===== src/rtl/vs_sdi_streamer.sv =====
// vs_sdi_streamer: streams bytes to a VS10xx-style SDI port (XDCS/SCK/SI),
// mode 0, MSB first, in DREQ-qualified bursts of up to BURST_LEN bytes.
// A burst ends after BURST_LEN bytes or when no byte is offered in LOAD.
// XDCS is then held high for GAP_CYC cycles before DREQ is looked at again.
// Optional feature: define VS_SDI_BYTECNT_EN to add the 16-bit o_byte_cnt
// output counting accepted bytes.
module vs_sdi_streamer #(
  parameter int CLK_DIV   = 4,
  parameter int BURST_LEN = 32,
  parameter int GAP_CYC   = 8
) (
  input  logic        clk,
  input  logic        rst_n,
  input  logic [7:0]  i_byte,
  input  logic        i_valid,
  output logic        o_ready,
  input  logic        i_DREQ,
  output logic        o_SI,
  output logic        o_SCK,
  output logic        o_XDCS,
  output logic        o_busy
`ifdef VS_SDI_BYTECNT_EN
  ,
  output logic [15:0] o_byte_cnt
`endif
);

  typedef enum logic [1:0] {
    ST_IDLE  = 2'd0,
    ST_LOAD  = 2'd1,
    ST_SHIFT = 2'd2,
    ST_GAP   = 2'd3
  } state_t;

  // Terminal counts, sized to the counters that compare against them.
  localparam logic [7:0] DIV_LAST   = 8'(CLK_DIV - 1);
  localparam logic [7:0] GAP_LAST   = 8'(GAP_CYC - 1);
  localparam logic [5:0] BURST_LAST = 6'(BURST_LEN);

  state_t      state_reg, state_next;
  logic [7:0]  shift_reg, shift_next;   // bit 7 is always the bit on SI
  logic [2:0]  bit_reg,   bit_next;     // index of the bit currently on SI
  logic [7:0]  div_reg,   div_next;     // cycles spent in current SCK phase
  logic        sck_reg,   sck_next;
  logic [5:0]  burst_reg, burst_next;   // bytes captured in this burst
  logic [7:0]  gap_reg,   gap_next;     // cycles spent in GAP

  // State and datapath registers; reset aborts any byte in flight.
  always_ff @(posedge clk or negedge rst_n) begin
    if (!rst_n) begin
      state_reg <= ST_IDLE;
      shift_reg <= '0;
      bit_reg   <= '0;
      div_reg   <= '0;
      sck_reg   <= 1'b0;
      burst_reg <= '0;
      gap_reg   <= '0;
    end else begin
      state_reg <= state_next;
      shift_reg <= shift_next;
      bit_reg   <= bit_next;
      div_reg   <= div_next;
      sck_reg   <= sck_next;
      burst_reg <= burst_next;
      gap_reg   <= gap_next;
    end
  end

  // Next-state and datapath logic: LOAD captures, SHIFT runs SCK phases,
  // GAP times the chip-select high interval.
  always_comb begin
    state_next = state_reg;
    shift_next = shift_reg;
    bit_next   = bit_reg;
    div_next   = div_reg;
    sck_next   = sck_reg;
    burst_next = burst_reg;
    gap_next   = gap_reg;

    case (state_reg)
      ST_IDLE: begin
        // DREQ high promises room for a whole burst, so it is only
        // sampled here and never during a burst.
        if (i_valid && i_DREQ) begin
          state_next = ST_LOAD;
        end
      end

      ST_LOAD: begin
        div_next = '0;
        bit_next = '0;
        sck_next = 1'b0;
        if (i_valid) begin
          shift_next = i_byte;
          burst_next = burst_reg + 6'd1;
          state_next = ST_SHIFT;
        end else begin
          // Upstream ran dry: close the burst early.
          burst_next = '0;
          gap_next   = '0;
          state_next = ST_GAP;
        end
      end

      ST_SHIFT: begin
        if (div_reg == DIV_LAST) begin
          div_next = '0;
          if (!sck_reg) begin
            sck_next = 1'b1;
          end else begin
            // Falling edge: advance SI, or finish the byte with SCK low.
            sck_next = 1'b0;
            if (bit_reg == 3'd7) begin
              if (burst_reg == BURST_LAST) begin
                burst_next = '0;
                gap_next   = '0;
                state_next = ST_GAP;
              end else begin
                state_next = ST_LOAD;
              end
            end else begin
              bit_next   = bit_reg + 3'd1;
              shift_next = {shift_reg[6:0], 1'b0};
            end
          end
        end else begin
          div_next = div_reg + 8'd1;
        end
      end

      ST_GAP: begin
        if (gap_reg == GAP_LAST) begin
          gap_next   = '0;
          state_next = ST_IDLE;
        end else begin
          gap_next = gap_reg + 8'd1;
        end
      end

      default: begin
        state_next = ST_IDLE;
      end
    endcase
  end

  // Handshake and chip select are pure decodes of the state register.
  always_comb begin
    o_ready = (state_reg == ST_LOAD);
    o_XDCS  = !((state_reg == ST_LOAD) || (state_reg == ST_SHIFT));
    o_busy  = (state_reg != ST_IDLE);
    o_SCK   = sck_reg;
    o_SI    = shift_reg[7];
  end

`ifdef VS_SDI_BYTECNT_EN
  logic [15:0] byte_cnt_reg;

  // Free-running count of accepted bytes, wrapping naturally at 16 bits.
  always_ff @(posedge clk or negedge rst_n) begin
    if (!rst_n) begin
      byte_cnt_reg <= '0;
    end else if ((state_reg == ST_LOAD) && i_valid) begin
      byte_cnt_reg <= byte_cnt_reg + 16'd1;
    end
  end

  assign o_byte_cnt = byte_cnt_reg;
`endif

endmodule


===== config.mk =====
export PLATFORM = sky130hd
export DESIGN_NAME = vs_sdi_streamer
export DESIGN_NICKNAME = d
export VERILOG_FILES = /design/src/rtl/vs_sdi_streamer.sv
export SDC_FILE = /design/constraint.sdc
export NUM_CORES = 1
export LEC_CHECK = 0
export ABC_CLOCK_PERIOD_IN_PS = 2710
export BUFFER_PORTS_ARGS = -buffer_cell sky130_fd_sc_hd__buf_2
export CAP_MARGIN = 10
export CORE_ASPECT_RATIO = 0.6
export CORE_MARGIN = 2
export CORE_UTILIZATION = 55
export CTS_BUF_LIST = sky130_fd_sc_hd__clkbuf_4 sky130_fd_sc_hd__clkbuf_8 sky130_fd_sc_hd__clkbuf_16
export DETAILED_ROUTE_END_ITERATION = 10
export PLACE_DENSITY = 0.85
export SLEW_MARGIN = 10
export SYNTH_ARGS = -nofsm -noshare
export SYNTH_HDL_FRONTEND = slang
export SYNTH_SLANG_ARGS = --single-unit

===== constraint.sdc =====
create_clock -name clk -period 2.71 [get_ports clk]
set_input_delay 0.1355 -clock clk [delete_from_list [all_inputs] [get_ports clk]]
set_output_delay 0.1355 -clock clk [all_outputs]
set_load 0.05 [all_outputs]

==> results by group <==
Run status
  • Status: finished clean

STA
  • Period utilization: 88.11%
  • Setup slack after layout: 322.3 ps
  • Relative slew slack: 46.28%
  • Final Hold Violating Endpoints: 0
  • Final setup fails: 0
  • Crit path time final: 2388 ps
  • Max Fclk: 418.8 MHz
  • Final setup TNS: 0 ps
  • Worst Skew: 4.615 ps
  • Slew @ Worst Pin: 805.9 ps
  • RSZ-0062 raised after global routing: false
  • Slew Limit Fails: 0

Die
  • Die Footprint: 4181 µm²
  • Die W: 82.16 µm
  • I/O Pins: 17
  • Die Ht: 50.89 µm
  • Initial Util: 59.58%
  • Core area: 3383 µm²
  • Rows: 16

Critical path
  • Arrival @ worst endpoint: 2600 ps
  • Crit path kind: register to register
  • Worst reg-to-reg path cell count: 8
  • Worst Setup End Kind: register
  • Critical path fanouts, max: 9
  • CP required: 2920 ps
  • Setup crit start kind: register

Power
  • Power Dens Cells: 432.0 nW/µm²
  • Sequential share of power: 55.2%
  • Leakage: 1.068 nW
  • Clock share of power: 42.2%
  • Worst VDD drop: 305.3 µV
  • Int Power: 0.0007721 W
  • Switching power: 0.0002024 W
  • Switch share: 20.77%
  • Comb pwr share: 2.6%

Min path
  • HP Class: input port to register
  • Hold Path Depth: 2

Yosys
  • Dominant cells by area after synthesis: dfrtp_1 (45%), ha_1 (6.2%), mux2i_1 (5.5%)
  • Post-Synth Adder-Cell Area: 6.207%
  • FF+latch count, synth: 36
  • Synth area leader: dfrtp_1
  • Xor and xnor area share after synthesis: 2.173%
  • Synth top area share: 44.69%
  • Sequential fraction of the synthesis area: 44.69%
  • Synth async-reset ratio: 100.0%
  • Yosys warns: 0
  • Post-synthesis simple-gate area fraction: 19.80%
  • Syn_area_per_cell: 9.463 µm²
  • Main combinational cell family by area after synthesis: simple AND/OR/NAND/NOR gates
  • Mux contribution to synthesized area: 6.021%
  • Synthesized area: 2016 µm²
  • Mapped Cells: 213
  • Number of distinct library cells after synthesis: 41
  • Compound-Gate Fraction of Synth Area: 18.44%
  • Net Count, Synth: 235
  • Synth Flop Type: dfrtp_1
  • EDFF count, synth: 0

Placement
  • Dpl ws: 243.7 ps
  • Post-DP HPWL: 3108 µm
  • Placer Congestion: 0.8586
  • Port-buffer cells: 16

Clock network
  • Clock tree buffer depth: 2
  • Setup bufs post-CTS: 0
  • CTS buffer count: 5
  • Clk Latency, worst-skew pair: 290 ps
  • CTS tree: done
  • CTS clock-pin slew for the worst setup and hold paths: 70 ps
  • Root Driver: clkbuf_8
  • H-tree depth reported by CTS: 2
  • TritonCTS Sinks: 36

Layout
  • Register area: 900.9 µm²
  • Most frequent cells in the layout: dfrtp_1 (36), nand2_1 (24), o21ai_0 (18), nor2_1 (18), buf_2 (16)
  • Layout overhead on the synthesized area: 11.92%
  • Most common cell after layout, fill and taps aside: dfrtp_1
  • Multi-input gate area: 1067 µm²
  • Layout cell share with drive strength beyond 1: 13.73%
  • Fill count: 282
  • Nets: 255
  • Ant. Diodes: 0

Global routing
  • Number of global-route vias before repair: 1441
  • GR Overflow Total: 0
  • Largest net degree at the start of global routing: 37
  • First-pass GRT wire length: 7051 µm
  • Initial antenna violation count: 0
  • Gr usage total: 23.26%

Run
  • MaxCap Viol Count: 0

Route
  • Routed vias: 1639
  • First-pass DRT Iterations: 4
  • Total wire length: 4318 µm
  • DRC: 0
  • First DRT Iteration DRCs: 119
  • WL/cell: 15.53 µm
  • Vias per cell: 5.896
  • Final ANT Viol Nets: 0
-- Yosys cell counts (2+ instances only) --
cell,n
xor2_1,2
nand4_1,3
nor4b_1,3
and3_1,5
xnor2_1,3
and2_1,3
clkbuf_1,5
inv_1,8
or4_1,2
nor2b_1,4
nor2_1,18
a22o_1,2
o21ai_0,18
o31ai_1,13
mux2i_1,11
nand2_1,24
a21oi_1,9
ha_1,10
dfrtp_1,36
nor3_1,3
a31oi_1,2
nand3_1,10
-- what timing repair did --
| action | 4_1_cts | 5_1_grt |
|---|---|---|
| endpoints found under the hold margin | 36 | 0 |
| resized for setup | 0 | 1 |
| hold buffers | 1 | 0 |
| endpoints found under the setup margin | 0 | 3 |
-- per-layer routing --
layer  vias up  GRT usage, %  wire length (µm)  part of all wire, %
met1       769         33.98              2126                   49
met4         0         9.722                68                  1.6
met2        44         32.52              1912                   44
li1        818             -                 -                    -
met5         -             0                 0                    0
met3         8         6.184               210                  4.9
-- worst max-delay path, cell delays in order, from the launching register on --
cell	delay, ps
dfrtp_1	410
inv_1	90
ha_1	310
inv_1	240
nand2_1	210
a221oi_2	580
buf_4	270
nor2_1	50
a21oi_1	140
-- cell families after synthesis --
kind of cell / Yosys count
XOR/XNOR: 5
buffers and inverters: 14
AND/OR/NAND/NOR: 81
adder cells (fa/ha/maj): 10
multiplexers: 12
AO/OA/AOI/OAI: 55
flip-flops: 36
-- worst paths after layout --
| kind | from | end | slack [ps] |
|---|---|---|---|
| max | state_reg[0] | shift_reg[3] | 320 |
| min in group asynchronous | rst_n | gap_reg[1] | 470 |
| min reg2reg | gap_reg[6] | gap_reg[6] | 520 |
| max reg2reg | state_reg[0] | shift_reg[3] | 320 |
| min | i_byte[0] | shift_reg[0] | 80 |
| max in group asynchronous | rst_n | burst_reg[3] | 1730 |
-- area by class of cell --
| cell class | instances | share of cell area [%] |
|---|---|---|
| tap | 45 | 2.496 |
| clock buffer | 7 | 4.271 |
| inverter | 8 | 1.331 |
| multi-input combinational | 163 | 47.31 |
| sequential | 36 | 39.93 |
| timing repair buffer | 19 | 4.659 |
-- per-stage QoR --
step	utilization, %	cell area [µm²]	hold WS (ps)	total power (W)	cells
after detailed placement	63.35	2143	270.2	0.0005732	270
after global placement	63.35	2143	268.2	0.0005729	270
final	66.68	2256	81.79	0.0009745	278
after CTS	66.49	2250	80.78	0.0009825	278
after floorplan	-	2016	-160.1	0.0005528	213
after global routing	66.68	2256	74.26	0.001013	278
-- power by group through the flow --
stage	registers (W)	logic, W	clock network (W)
after floorplan	0.000551	0.00000147	0
after global placement	0.000548	0.0000244	0
after detailed placement	0.000549	0.0000247	0
after CTS	0.000538	0.0000258	0.000418
after global routing	0.000538	0.0000283	0.000447
final	0.000538	0.0000251	0.000411
(Power assumes the default switching activity.)
